[src/rtl/uart_packet_decoder_if.sv]
// ----------------------------------------------------------------------------
// uart_packet_decoder_if
// Bundles the two byte streams around the packet decoder:
//   RxData/RxReady/RxAck       : 4-phase byte intake from the UART receiver
//   OutData/OutValid/OutLast/  : valid/ready payload stream to downstream
//   OutReady
// Modports:
//   slave  : decoder view (consumes Rx bytes, produces Out bytes)
//   master : environment view (produces Rx bytes, consumes Out bytes)
// ----------------------------------------------------------------------------
interface uart_packet_decoder_if;
  logic [7:0] RxData;
  logic       RxReady;
  logic       RxAck;
  logic [7:0] OutData;
  logic       OutValid;
  logic       OutLast;
  logic       OutReady;

  modport slave (
    input  RxData, RxReady, OutReady,
    output RxAck, OutData, OutValid, OutLast
  );

  modport master (
    output RxData, RxReady, OutReady,
    input  RxAck, OutData, OutValid, OutLast
  );
endinterface

[src/rtl/uart_packet_decoder.sv]
// ----------------------------------------------------------------------------
// uart_packet_decoder
// Hunts for SYNC, then decodes LEN, LEN payload bytes and CHK from a byte
// stream. A frame is good when (LEN + payload + CHK) mod 256 == 0; good
// frames are replayed from an internal 16x8 buffer on a valid/ready stream.
// Ports:
//   Clk        : system clock, rising edge
//   Reset      : synchronous, active-low
//   bus        : uart_packet_decoder_if.slave (Rx intake + Out stream)
//   LenErr     : one-cycle pulse, LEN of 0 or above MAXLEN
//   ChkErr     : one-cycle pulse, checksum mismatch
//   ToErr      : one-cycle pulse, inter-byte timeout inside a frame
//   FrameCount : frames fully emitted, wraps 255->0
// ----------------------------------------------------------------------------
module uart_packet_decoder #(
  parameter logic [7:0]  SYNC   = 8'hA5,
  parameter int unsigned MAXLEN = 16,
  parameter logic [15:0] TOUT   = 16'd50000
) (
  input  logic                 Clk,
  input  logic                 Reset,
  uart_packet_decoder_if.slave bus,
  output logic                 LenErr,
  output logic                 ChkErr,
  output logic                 ToErr,
  output logic [7:0]           FrameCount
);

  localparam logic [7:0]  MAXLEN_B = 8'(MAXLEN);
  localparam logic [15:0] TOUT_M1  = TOUT - 16'd1;

  typedef enum logic [2:0] {
    S_HUNT,
    S_LEN,
    S_PAYLOAD,
    S_CHK,
    S_EMIT
  } state_t;

  state_t      r_state;
  state_t      w_state_nxt;

  logic        r_ack;
  logic [7:0]  r_sum;
  logic [4:0]  r_idx;
  logic [4:0]  r_len;
  logic [15:0] r_tcnt;
  logic [7:0]  r_out_data;
  logic        r_out_valid;
  logic        r_out_last;
  logic [7:0]  r_fc;
  logic        r_len_err;
  logic        r_chk_err;
  logic        r_to_err;
  logic [7:0]  r_buf [16];

  logic        w_take;
  logic        w_xfer;
  logic        w_tout_hit;
  logic        w_len_err;
  logic        w_chk_err;
  logic        w_to_err;
  logic        w_emit_start;
  logic [7:0]  w_byte;
  logic [7:0]  w_sum_chk;
  logic [4:0]  w_idx_inc;
  logic [4:0]  w_len_m1;

  assign w_byte     = bus.RxData;
  assign w_sum_chk  = r_sum + w_byte;
  assign w_idx_inc  = r_idx + 5'd1;
  assign w_len_m1   = r_len - 5'd1;
  // A new byte is only taken once the previous handshake has fully closed
  // (RxAck low); EMIT never accepts, which backpressures the receiver.
  assign w_take     = bus.RxReady & ~r_ack & (r_state != S_EMIT);
  assign w_xfer     = r_out_valid & bus.OutReady;
  assign w_tout_hit = (r_tcnt == TOUT_M1);

  // ---- state register ----
  always_ff @(posedge Clk) begin
    if (!Reset) r_state <= S_HUNT;
    else        r_state <= w_state_nxt;
  end

  // ---- next state and event decode ----
  always_comb begin
    w_state_nxt  = r_state;
    w_len_err    = 1'b0;
    w_chk_err    = 1'b0;
    w_to_err     = 1'b0;
    w_emit_start = 1'b0;
    case (r_state)
      S_HUNT: begin
        if (w_take && (w_byte == SYNC)) w_state_nxt = S_LEN;
      end
      S_LEN: begin
        if (w_take) begin
          if ((w_byte == 8'd0) || (w_byte > MAXLEN_B)) begin
            w_len_err   = 1'b1;
            w_state_nxt = S_HUNT;
          end else begin
            w_state_nxt = S_PAYLOAD;
          end
        end else if (w_tout_hit) begin
          w_to_err    = 1'b1;
          w_state_nxt = S_HUNT;
        end
      end
      S_PAYLOAD: begin
        if (w_take) begin
          if (r_idx == w_len_m1) w_state_nxt = S_CHK;
        end else if (w_tout_hit) begin
          w_to_err    = 1'b1;
          w_state_nxt = S_HUNT;
        end
      end
      S_CHK: begin
        if (w_take) begin
          if (w_sum_chk == 8'd0) begin
            w_emit_start = 1'b1;
            w_state_nxt  = S_EMIT;
          end else begin
            w_chk_err   = 1'b1;
            w_state_nxt = S_HUNT;
          end
        end else if (w_tout_hit) begin
          w_to_err    = 1'b1;
          w_state_nxt = S_HUNT;
        end
      end
      S_EMIT: begin
        if (w_xfer && r_out_last) w_state_nxt = S_HUNT;
      end
      default: w_state_nxt = S_HUNT;
    endcase
  end

  // ---- inter-byte timeout: runs only while inside a frame ----
  always_ff @(posedge Clk) begin
    if (!Reset) begin
      r_tcnt <= 16'd0;
    end else if (w_take || (w_state_nxt == S_HUNT) ||
                 (r_state == S_HUNT) || (r_state == S_EMIT)) begin
      r_tcnt <= 16'd0;
    end else begin
      r_tcnt <= r_tcnt + 16'd1;
    end
  end

  // ---- payload buffer (contents survive reset; index/len gate its use) ----
  always_ff @(posedge Clk) begin
    if ((r_state == S_PAYLOAD) && w_take) r_buf[r_idx[3:0]] <= w_byte;
  end

  // ---- intake handshake, checksum, emit stream, status ----
  always_ff @(posedge Clk) begin
    if (!Reset) begin
      r_ack       <= 1'b0;
      r_sum       <= 8'd0;
      r_idx       <= 5'd0;
      r_len       <= 5'd0;
      r_out_data  <= 8'd0;
      r_out_valid <= 1'b0;
      r_out_last  <= 1'b0;
      r_fc        <= 8'd0;
      r_len_err   <= 1'b0;
      r_chk_err   <= 1'b0;
      r_to_err    <= 1'b0;
    end else begin
      r_len_err <= w_len_err;
      r_chk_err <= w_chk_err;
      r_to_err  <= w_to_err;

      if (w_take)              r_ack <= 1'b1;
      else if (!bus.RxReady)   r_ack <= 1'b0;

      case (r_state)
        S_LEN: begin
          if (w_take) begin
            r_len <= w_byte[4:0];
            r_sum <= w_byte;
            r_idx <= 5'd0;
          end
        end
        S_PAYLOAD: begin
          if (w_take) begin
            r_sum <= w_sum_chk;
            r_idx <= w_idx_inc;
          end
        end
        S_CHK: begin
          // First byte is presented on the cycle right after the CHK capture.
          if (w_emit_start) begin
            r_out_valid <= 1'b1;
            r_out_data  <= r_buf[0];
            r_out_last  <= (r_len == 5'd1);
            r_idx       <= 5'd0;
          end
        end
        S_EMIT: begin
          if (w_xfer) begin
            if (r_out_last) begin
              r_out_valid <= 1'b0;
              r_out_last  <= 1'b0;
              r_fc        <= r_fc + 8'd1;
            end else begin
              r_idx      <= w_idx_inc;
              r_out_data <= r_buf[w_idx_inc[3:0]];
              r_out_last <= (w_idx_inc == w_len_m1);
            end
          end
        end
        default: ;
      endcase
    end
  end

  assign bus.RxAck    = r_ack;
  assign bus.OutData  = r_out_data;
  assign bus.OutValid = r_out_valid;
  assign bus.OutLast  = r_out_last;
  assign LenErr       = r_len_err;
  assign ChkErr       = r_chk_err;
  assign ToErr        = r_to_err;
  assign FrameCount   = r_fc;

endmodule

[src/flat_wrapper.sv]
// flat-port wrapper written by rule: the top's interface ports become plain ports
module uart_packet_decoder_flat 
#(
  parameter logic [7:0]  SYNC   = 8'hA5,
  parameter int unsigned MAXLEN = 16,
  parameter logic [15:0] TOUT   = 16'd50000
)
  (Clk, Reset, LenErr, ChkErr, ToErr, FrameCount, bus_RxData, bus_RxReady, bus_OutReady, bus_RxAck, bus_OutData, bus_OutValid, bus_OutLast);
  uart_packet_decoder_if bus_i ();
  input  logic Clk;
  input  logic Reset;
  output logic LenErr;
  output logic ChkErr;
  output logic ToErr;
  output logic [7:0] FrameCount;
  input wire logic [$bits(bus_i.RxData)-1:0] bus_RxData;
  input wire logic [$bits(bus_i.RxReady)-1:0] bus_RxReady;
  input wire logic [$bits(bus_i.OutReady)-1:0] bus_OutReady;
  output wire logic [$bits(bus_i.RxAck)-1:0] bus_RxAck;
  output wire logic [$bits(bus_i.OutData)-1:0] bus_OutData;
  output wire logic [$bits(bus_i.OutValid)-1:0] bus_OutValid;
  output wire logic [$bits(bus_i.OutLast)-1:0] bus_OutLast;
  assign bus_i.RxData = bus_RxData;
  assign bus_i.RxReady = bus_RxReady;
  assign bus_i.OutReady = bus_OutReady;
  assign bus_RxAck = bus_i.RxAck;
  assign bus_OutData = bus_i.OutData;
  assign bus_OutValid = bus_i.OutValid;
  assign bus_OutLast = bus_i.OutLast;
  uart_packet_decoder #(.SYNC(SYNC), .MAXLEN(MAXLEN), .TOUT(TOUT)) u_core (.Clk(Clk), .Reset(Reset), .bus(bus_i), .LenErr(LenErr), .ChkErr(ChkErr), .ToErr(ToErr), .FrameCount(FrameCount));
endmodule
[config.mk]
export PLATFORM = sky130hd
export DESIGN_NAME = uart_packet_decoder_flat
export DESIGN_NICKNAME = d
export VERILOG_FILES = /design/src/rtl/uart_packet_decoder_if.sv /design/src/rtl/uart_packet_decoder.sv /design/src/flat_wrapper.sv
export SDC_FILE = /design/constraint.sdc
export NUM_CORES = 1
export LEC_CHECK = 0
export CORE_MARGIN = 2
export CORE_UTILIZATION = 55
export DETAILED_ROUTE_END_ITERATION = 10
export GPL_TIMING_DRIVEN = 1
export HOLD_SLACK_MARGIN = 0.05
export PLACE_DENSITY = 0.73
export SETUP_SLACK_MARGIN = 0.02
export SYNTH_ARGS = -nofsm -noshare
export SYNTH_HDL_FRONTEND = slang
export SYNTH_SLANG_ARGS = --single-unit
export TNS_END_PERCENT = 1
[constraint.sdc]
create_clock -name Clk -period 5.8 [get_ports Clk]
set_clock_uncertainty 0.05 [all_clocks]
set_input_delay 1.16 -clock Clk [delete_from_list [all_inputs] [get_ports Clk]]
set_output_delay 1.16 -clock Clk [all_outputs]
set_load 0.005 [all_outputs]
==> metrics.cfg <==
[setup_path]
crit_end=u_core.bus.OutData[3]$_SDFFE_PN0P_
critPathMaxFanout=22
reg2reg_depth=8
critPathSlowestCell=clkdlybuf4s50_1
timing.rr.end=u_core.bus.OutData[5]$_SDFFE_PN0P_
crit_buf_inv=1
critPathMaxStageDelay_ps=850
crit_type=input port to flip-flop
r2r-start=u_core.r_idx[0]$_SDFFE_PN0P_
crit_cells=9
cp.required_ps=6110
ff2ff_setup_slack_ps=2790
crit_start=bus_RxData[1]
critical-path-top-delay-family=compound AO/OA/AOI/OAI gates
cp_cell_sequence=clkdlybuf4s50_1 > fa_1 > a211oi_1 > nor2_1 > o311ai_2 > nor2_2 > and3_1 > a31oi_4 > mux2i_1
endpoint_kind=flip-flop
crit_arrival_ps=4560
crit_path_start_kind=input port

[timing]
setup-tns-final_ps=0
worstMarginPinSlew_ps=1160
slew_headroom_pct=22.0
rsz0062_at_grt=false
setup_viol=0
report.final.slew_viol_count=0
hold_viol_final=0
post-route-period-util_pct=73.2
fin_crit_ps=4240
max_freq_mhz=236

[layout]
drive_above_1_share_pct=15.3
fillCellCount=1088
design_area_mm2=0.00962
final_util_pct=64.0
nets=693
stdcell_count=866
syn2layout_area_growth_pct=14.6
antenna_cells=0

[route]
routed.top_layer=met4
post_drt_wl_per_cell_um=19.6
drt-total-wl_um=17000
drc=0
first_iter_violations=368
wl_met1_um=7520
viasPerCell=6.02
ant_nets=0
route.met3.wl_um=875
wl_met2_um=8190
firstDrtPassIters=4
vias=5209

[logic_synthesis]
ys.flop_type=edfxtp_1
synth_compound_area_share_pct=6.15
yosys.area_share.simple_pct=12.9
synthMuxAreaShare_pct=12.5
synth_top_family_by_area=simple AND/OR/NAND/NOR gates
async_flop_share_pct=0
synthCells=621
synth_edf_count=128
avgSynthCellArea_um2=13.5
yosys.area_share.xor_xnor_pct=4.26
yosysMostFrequentCell=edfxtp_1
synth_warnings=0
synth_seq_cells=187
ys_seq_area_share_pct=59.8
post-synth-top-area-cell=edfxtp_1
netlist_top_cells_count=edfxtp_1, dfxtp_1, nand2_1
synth_fa_ha_area_share_pct=2.47
ys_types=63
yosys.area.top_type_share_pct=45.8
syn-cell-area_mm2=0.00840
syn_nets=649
yosys-top-cells-area=edfxtp_1, dfxtp_1, mux4_2

[grt]
grt_start_max_net_pins=38
grt_pass1_vias=5243
grt_usage_pct=22.4
antenna_found_initial=0
grt_overflow=0
grt_pass1_wl_um=27300

[clock_network]
ctsResizeCount=0
htree_levels=4
clk_pin_slew_worst_paths_ps=70
cts-hold-fix-buffers=0
cts_root_buffer=clkbuf_16
postCtsSetupBuffers=0
clock-sinks=187
cts_tree=yes
clk_path_buf_depth=2
numCtsBuffers=17
clk_latency_ps=440

[flow_run]
cap_viol_max_count=0

[floorplanning]
core-area_mm2=0.0150
num_rows=45
die_area_mm2=0.0163
start_util_pct=55.9
ios=34
die_width_um=128
die_y_um=128

[place]
io_buffers=33
place_congestion=0.916
dp_hpwl_um=11000
dp_cells=834
post_dp_cell_area_mm2=0.00898

[power_and_ir_drop]
peakVddDrop_mv=0.214
p_leak_nw=3.17
power_mw=2.74
p_per_area_mw_per_mm2=285

[hold_path]
hp-class=flip-flop to flip-flop

[outcome]
status=finished, final reports clean

report_power, final:
part	total (mW)	internal, mW	switching (mW)
sequential	1.42	1.42	0.000376
clock	1.26	0.776	0.481
combinational	0.0590	0.0198	0.0392
total	2.74	2.22	0.521
placed cells by master (no fill, tap or decap), types with 12 or more instances in the layout:
cell and count:
ha_1 14, mux4_2 32, xor2_1 16, nand3_1 18, clkdlybuf4s50_1 33, and2_1 17
o21ai_0 24, edfxtp_1 128, clkbuf_16 17, nor3_1 18, buf_4 17, nand2_1 47
nor2_1 36, inv_1 12, dfxtp_1 58, mux2i_1 33, xnor2_1 23, nor2b_1 12
cells by family after synthesis:
kind of cell,count (synthesis)
compound gates,71
xor+xnor,40
fa+ha+maj,16
buf+inv,37
flops,187
mux,65
simple gates,205
area by class of cell:
type	instances	area (um^2)	area share, %
clock inverters	11	194	2.02
repair buffers	50	458	4.76
inverters	12	45.0	0.468
flip-flops and latches	187	5030	52.2
well taps	188	235	2.44
multi-input cells	397	3220	33.4
clock buffers	21	450	4.68
layer usage:
metal  vias to the layer above  global-route usage (%)
met3                        30                    4.73
met1                      2600                    29.3
li1                       2434                       -
met5                         -                       0
met4                         0                    10.2
met2                       145                    36.2
sequential cells by signal, indices dropped and copies added (netlist names):
signal	cells
u_core.r_buf	128
u_core.r_tcnt	16
u_core.FrameCount	8
u_core.bus.OutData	8
u_core.r_sum	8
u_core.r_idx	5
u_core.r_len	5
u_core.r_state	3
u_core.ChkErr	1
u_core.LenErr	1
u_core.ToErr	1
u_core.bus.OutLast	1
u_core.bus.OutValid	1
u_core.bus.RxAck	1
how the worst min path moves through the flow:
stage,startpoint,to,cells past startpoint
3_3_place_gp,u_core.r_tcnt[0]$_SDFF_PP0_,u_core.r_tcnt[0]$_SDFF_PP0_,1
3_5_place_dp,u_core.r_tcnt[0]$_SDFF_PP0_,u_core.r_tcnt[0]$_SDFF_PP0_,1
5_1_grt,u_core.r_tcnt[0]$_SDFF_PP0_,u_core.r_tcnt[0]$_SDFF_PP0_,1
2_1_floorplan,u_core.r_tcnt[0]$_SDFF_PP0_,u_core.r_tcnt[0]$_SDFF_PP0_,1
4_1_cts,u_core.r_tcnt[0]$_SDFF_PP0_,u_core.r_tcnt[0]$_SDFF_PP0_,1
6_report,u_core.r_tcnt[0]$_SDFF_PP0_,u_core.r_tcnt[0]$_SDFF_PP0_,1
per-stage QoR:
stage | setup slack, ps | hold slack, ps
floorplan | 2300 | 377
detailed placement | 1140 | 396
finish | 1560 | 406
CTS | 1570 | 409
global placement | 1280 | 389
global route | 1360 | 421
Note: power is estimated with default switching activity, not from simulation.
